File: src/rtl/hcu_scoreboard.sv
// N-lane in-order issue stage with a per-register latency scoreboard.
// Decides which lanes of the held fetch bundle issue and when the bundle is complete.

module hcu_sb_cnt #(
    parameter int CW       = 2,
    parameter int ALU_LAT  = 0,
    parameter int LOAD_LAT = 2
) (
    input  logic          clk,
    input  logic          reset,
    input  logic          stall,
    input  logic          wr,
    input  logic          ld,
    output logic [CW-1:0] cnt
);
    always_ff @(posedge clk or posedge reset) begin
        if (reset)
            cnt <= '0;
        else if (!stall) begin
            if (wr)
                cnt <= ld ? CW'(LOAD_LAT) : CW'(ALU_LAT);
            else if (cnt != '0)
                cnt <= cnt - CW'(1);
        end
    end
endmodule

module hcu_scoreboard #(
    parameter int LANES     = 2,
    parameter int NREGS     = 8,
    parameter int ALU_LAT   = 0,
    parameter int LOAD_LAT  = 2,
    parameter int MEM_PORTS = 1,
    parameter int RW        = $clog2(NREGS)
) (
    input  logic                clk,
    input  logic                reset,
    input  logic [LANES-1:0]    lane_valid,
    input  logic [LANES*RW-1:0] lane_rs1,
    input  logic [LANES*RW-1:0] lane_rs2,
    input  logic [LANES-1:0]    lane_rs1_en,
    input  logic [LANES-1:0]    lane_rs2_en,
    input  logic [LANES*RW-1:0] lane_rd,
    input  logic [LANES-1:0]    lane_rd_en,
    input  logic [LANES-1:0]    lane_mem,
    input  logic [LANES-1:0]    lane_load,
    input  logic                stall_in,
    input  logic                flush,
    output logic [LANES-1:0]    issue_mask,
    output logic                fetch_next,
    output logic [NREGS-1:0]    busy_vec
);
    localparam int MAXLAT = (ALU_LAT > LOAD_LAT) ? ALU_LAT : LOAD_LAT;
    localparam int CW     = (MAXLAT < 1) ? 1 : $clog2(MAXLAT + 1);

    logic [NREGS-1:0][CW-1:0] cnt;
    logic [NREGS-1:0]         wr_hit, wr_ld;
    logic [LANES-1:0]         done_mask, elig;
    logic                     prev_ok;
    int                       mem_used;

    hcu_sb_cnt #(.CW(CW), .ALU_LAT(ALU_LAT), .LOAD_LAT(LOAD_LAT)) u_cnt [NREGS-1:0] (
        .clk   (clk),
        .reset (reset),
        .stall (stall_in),
        .wr    (wr_hit),
        .ld    (wr_ld),
        .cnt   (cnt)
    );

    // Lanes are walked in order so memory-port use and the in-order chain see earlier decisions.
    always_comb begin
        issue_mask = '0;
        elig       = '0;
        mem_used   = 0;
        prev_ok    = 1'b1;
        for (int i = 0; i < LANES; i++) begin
            elig[i] = lane_valid[i] && !done_mask[i] && !stall_in && !flush && !reset;
            if (lane_rs1_en[i] && cnt[lane_rs1[i*RW +: RW]] != '0) elig[i] = 1'b0;
            if (lane_rs2_en[i] && cnt[lane_rs2[i*RW +: RW]] != '0) elig[i] = 1'b0;
            if (lane_rd_en[i]  && cnt[lane_rd[i*RW +: RW]]  != '0) elig[i] = 1'b0;
            // No same-cycle bypass: a pending earlier writer blocks even if it issues now.
            for (int j = 0; j < i; j++) begin
                if (lane_valid[j] && !done_mask[j] && lane_rd_en[j] &&
                    ((lane_rs1_en[i] && lane_rs1[i*RW +: RW] == lane_rd[j*RW +: RW]) ||
                     (lane_rs2_en[i] && lane_rs2[i*RW +: RW] == lane_rd[j*RW +: RW]) ||
                     (lane_rd_en[i]  && lane_rd[i*RW +: RW]  == lane_rd[j*RW +: RW])))
                    elig[i] = 1'b0;
            end
            if (lane_mem[i] && mem_used >= MEM_PORTS) elig[i] = 1'b0;
            issue_mask[i] = elig[i] && prev_ok;
            if (issue_mask[i] && lane_mem[i]) mem_used++;
            prev_ok = done_mask[i] || issue_mask[i] || !lane_valid[i];
        end
    end

    always_comb begin
        wr_hit = '0;
        wr_ld  = '0;
        for (int r = 0; r < NREGS; r++) begin
            for (int i = 0; i < LANES; i++) begin
                if (issue_mask[i] && lane_rd_en[i] && lane_rd[i*RW +: RW] == RW'(r)) begin
                    wr_hit[r] = 1'b1;
                    wr_ld[r]  = lane_load[i];
                end
            end
        end
    end

    always_comb begin
        busy_vec = '0;
        for (int r = 0; r < NREGS; r++)
            busy_vec[r] = (cnt[r] != '0);
    end

    assign fetch_next = !flush && !stall_in && !reset &&
                        (&(done_mask | issue_mask | ~lane_valid));

    always_ff @(posedge clk or posedge reset) begin
        if (reset)
            done_mask <= '0;
        else if (flush || fetch_next)
            done_mask <= '0;
        else
            done_mask <= done_mask | issue_mask;
    end
endmodule
File: config.mk
export PLATFORM = sky130hd
export DESIGN_NAME = hcu_scoreboard
export DESIGN_NICKNAME = d
export VERILOG_FILES = /design/src/rtl/hcu_scoreboard.sv
export SDC_FILE = /design/constraint.sdc
export NUM_CORES = 1
export LEC_CHECK = 0
export BUFFER_PORTS_ARGS = -buffer_cell sky130_fd_sc_hd__buf_2
export CAP_MARGIN = 0
export CORE_UTILIZATION = 52
export DETAILED_ROUTE_END_ITERATION = 8
export HOLD_SLACK_MARGIN = 0.12
export PLACE_DENSITY = 0.75
export SLEW_MARGIN = 0
export SYNTH_ARGS = -nofsm -noshare
export SYNTH_HDL_FRONTEND = slang
export SYNTH_SLANG_ARGS = --single-unit
export TNS_END_PERCENT = 30
File: constraint.sdc
create_clock -name clk -period 4.2 [get_ports clk]
set_input_delay 0 -clock clk [delete_from_list [all_inputs] [get_ports clk]]
set_output_delay 0 -clock clk [all_outputs]
set_load 0.05 [all_outputs]
==> metrics.md <==
| Metric | Value |
|---|---|
| Status | completed |
| Layout Skew | 4.890 ps |
| Fillers | 406 |
| Max-cap check violation count | 0 |
| Top post-synthesis cells by count | 32 x nor2_1, 29 x inv_1, 22 x mux2i_1 |
| Final setup TNS | 0 ps |
| Die Ht | 70.10 um |
| FP Rows | 24 |
| First-pass GRT wire length | 10670 um |
| Initial drt markers | 134 |
| FF-to-FF End | u_cnt[5].cnt[1] |
| Max VDD drop | 0.0003969 V |
| Routed WL | 6440 um |
| Top-count cell post-synth | nor2_1 |
| PD cells | 555.3 nW/um2 |
| Die Wd | 70.10 um |
| RSZ-0062 raised after global routing | false |
| Layout area overhead | 11.68% |
| Sequential share of power | 23.6% |
| Largest net degree at the start of global routing | 26 |
| Post-synth cell types | 56 |
| Total grt overflow | 0 |
| Number of global-route vias before repair | 2268 |
| Port Buf Inserts | 44 |
| Clock transition at path regs | 80 ps |
| Synth Warn # | 0 |
| Mapped Cells | 274 |
| Clock root cell | clkbuf_8 |
| Worst reg2reg startpoint | u_cnt[1].cnt[1] |
| WP data arrival | 3120 ps |
| CP Max Fanout | 11 |
| Fin crit share | 74.39% |
| Achievable clock frequency | 0.3201 GHz |
| GPL Wtd Cong | 0.9236 |
| Vias | 2304 |
| Internal power | 727.6 uW |
| Vias per cell | 6.312 |
| Post-synth EDFFs | 0 |
| Hold worst-path end | u_cnt[5].cnt[1] |
| Wirelength per Cell | 17.64 um |
| Top cells by area, synth | dfrtp_1 19%, mux2i_1 9.1%, nor2_1 5.0% |
| Slew @ Worst Pin | 852.9 ps |
| Worst Hold Class | in -> reg |
| Hold Crit Start | lane_load[1] |
| Async S/R FF share, synth | 100.0% |
| Clock group share of total power | 10.2% |
| ANT nets after route | 0 |
| Antenna violations before repair | 0 |
| Register bit total from synthesis | 18 |
| Final worst slack | 1076 ps |
| Drt pass-1 iters | 4 |
| Final setup viols | 0 |
| Synth area leader | dfrtp_1 |
| Setup crit start | u_cnt[1].cnt[1] |
| Core area | 4414 um2 |
| Max Slew Vio Count | 0 |
| GRT Overall Usage | 27.68% |
| I/O pin count | 45 |
| Worst Setup Path Type | reg -> out |
| Clock Latency Late Sink | 270 ps |
| Setup Slack @ Placement | 1214 ps |
| Crit. End Element | primary output |
| H-tree levels | 1 |
| Worst-path cell chain | nor2_1 > mux4_1 > nor3b_1 > or4_4 > nor3_4 > and3_2 > buf_2 |
| Min Tclk post-route | 3124 ps |
| R2r worst-path depth | 8 |
| Hold depth | 3 |
| Dpl hpwl | 5024 um |
| Syn Area/Cell | 8.799 um2 |
| Syn Nets | 316 |
| Hold Violations, Final | 0 |
| NetSw | 767.6 uW |
| Initial core utilization | 54.62% |
| Switching Share | 51.34% |
| Number of clock sinks | 18 |
| Critical-path top delay cell | nor3_4 |
| Worst endpoint required time | 4200 ps |
| DRC Markers | 0 |
| Cell Area, Synth | 2411 um2 |
| # diodes | 0 |
| Register-to-register setup slack | 1200 ps |
| CTS Buf Count | 3 |
| Full die area | 4913 um2 |
| Yosys top cell area share | 18.68% |
| CTS tree | yes |
| Post-synth top flop | dfrtp_1 |
| Share of cells above drive strength 1 | 28.12% |
| Max incr delay on CP | 700 ps |
| Logic gate share of total power | 66.3% |
| Register area share after synthesis | 18.68% |
| NumNets Final | 356 |
| CP startpoint kind | register |
| Relative slew slack | 43.14% |
| LEAKAGE | 0.001189 uW |
| Clock Path Buffers | 2 |
==> per-stage QoR <==
step	cell area (um2)	total power, uW	hold WS [ps]	cells	util (%)
CTS	2693	1497	158.3	365	61.00
detailed placement	2618	1341	203.3	359	59.30
floorplan	2411	1119	-61.43	274	-
finish	2693	1495	148.7	365	61.00
global placement	2618	1318	199.2	359	59.30
global route	2693	1618	164.1	365	61.00
==> critical path: cells and delay by family, from the launching register on <==
family,cells,cell delay (ps)
muxes,1,280
and+or+nand+nor,5,1870
DFF,1,440
buffers and inverters,1,270
==> placed cells by master, fill, tap and decap left out, types with 3 or more instances in the layout <==
cell type	netlist	routed
o21ai_1	7	7
inv_1	29	29
mux4_2	5	5
nand2b_1	5	5
a211oi_1	3	3
a2111oi_1	3	3
clkbuf_8	1	4
nand4_2	5	5
nor2_1	32	32
nor3_1	13	13
dfrtp_1	18	18
xnor2_1	9	9
buf_2	4	44
a21oi_1	3	3
o21ai_0	8	8
nand3_1	5	5
nor2b_1	6	6
o211ai_1	5	5
mux4_1	4	4
mux2i_1	22	22
nand4_1	6	6
nor2_2	5	5
nand2_1	18	18
nor4_1	3	3
ha_1	8	8
a21oi_2	6	6
nand4_4	4	4
==> cells by family after synthesis <==
family | synth area share (%)
fa+ha+maj | 4.152
xor+xnor | 3.270
mux | 18.16
compound gates | 16.45
simple gates | 31.19
flops | 18.68
buf+inv | 8.095
==> worst max path at each step <==
stage	cells after the start	slack, ps	to
2_1_floorplan	7	1570	done_mask[0]
3_3_place_gp	8	1260	u_cnt[2].cnt[1]
3_5_place_dp	8	1210	u_cnt[3].cnt[1]
4_1_cts	7	1060	issue_mask[1]
5_1_grt	7	950	issue_mask[1]
6_report	7	1080	issue_mask[1]
==> power groups by stage <==
stage / logic, uW / registers, uW / clock network, uW
after CTS: 997 / 348 / 152
after detailed placement: 990 / 351 / 0
after global routing: 1090 / 362 / 162
final: 991 / 352 / 152
after floorplan: 795 / 324 / 0
after global placement: 967 / 351 / 0
==> registers in the layout (all words and copies together) (netlist names) <==
name	cells
u_cnt.cnt	16
done_mask	2
==> per-layer routing <==
layer	vias to the layer above	global-route usage (%)	routed length, um	part of all wire (%)
met2	80	46.58	3084	48
met5	-	0	0	0
met4	0	11.56	183	2.8
li1	1084	-	-	-
met3	17	3.608	339	5.3
met1	1123	35.68	2832	44
==> repair_timing <==
action | CTS | global route
endpoints found under the hold margin | 20 | 0
gates resized for setup | 0 | 0
hold buffers | 2 | 0
setup buffers | 0 | 0
==> final cells by class <==
type	instances	area (um2)	area share [%]
well taps	52	65.06	2.416
flip-flops and latches	18	450.4	16.73
inverters	29	108.9	4.043
clock buffers	4	55.05	2.045
repair buffers	47	247.7	9.201
multi-input cells	215	1765	65.57
Note: power is estimated with default switching activity, not from simulation.
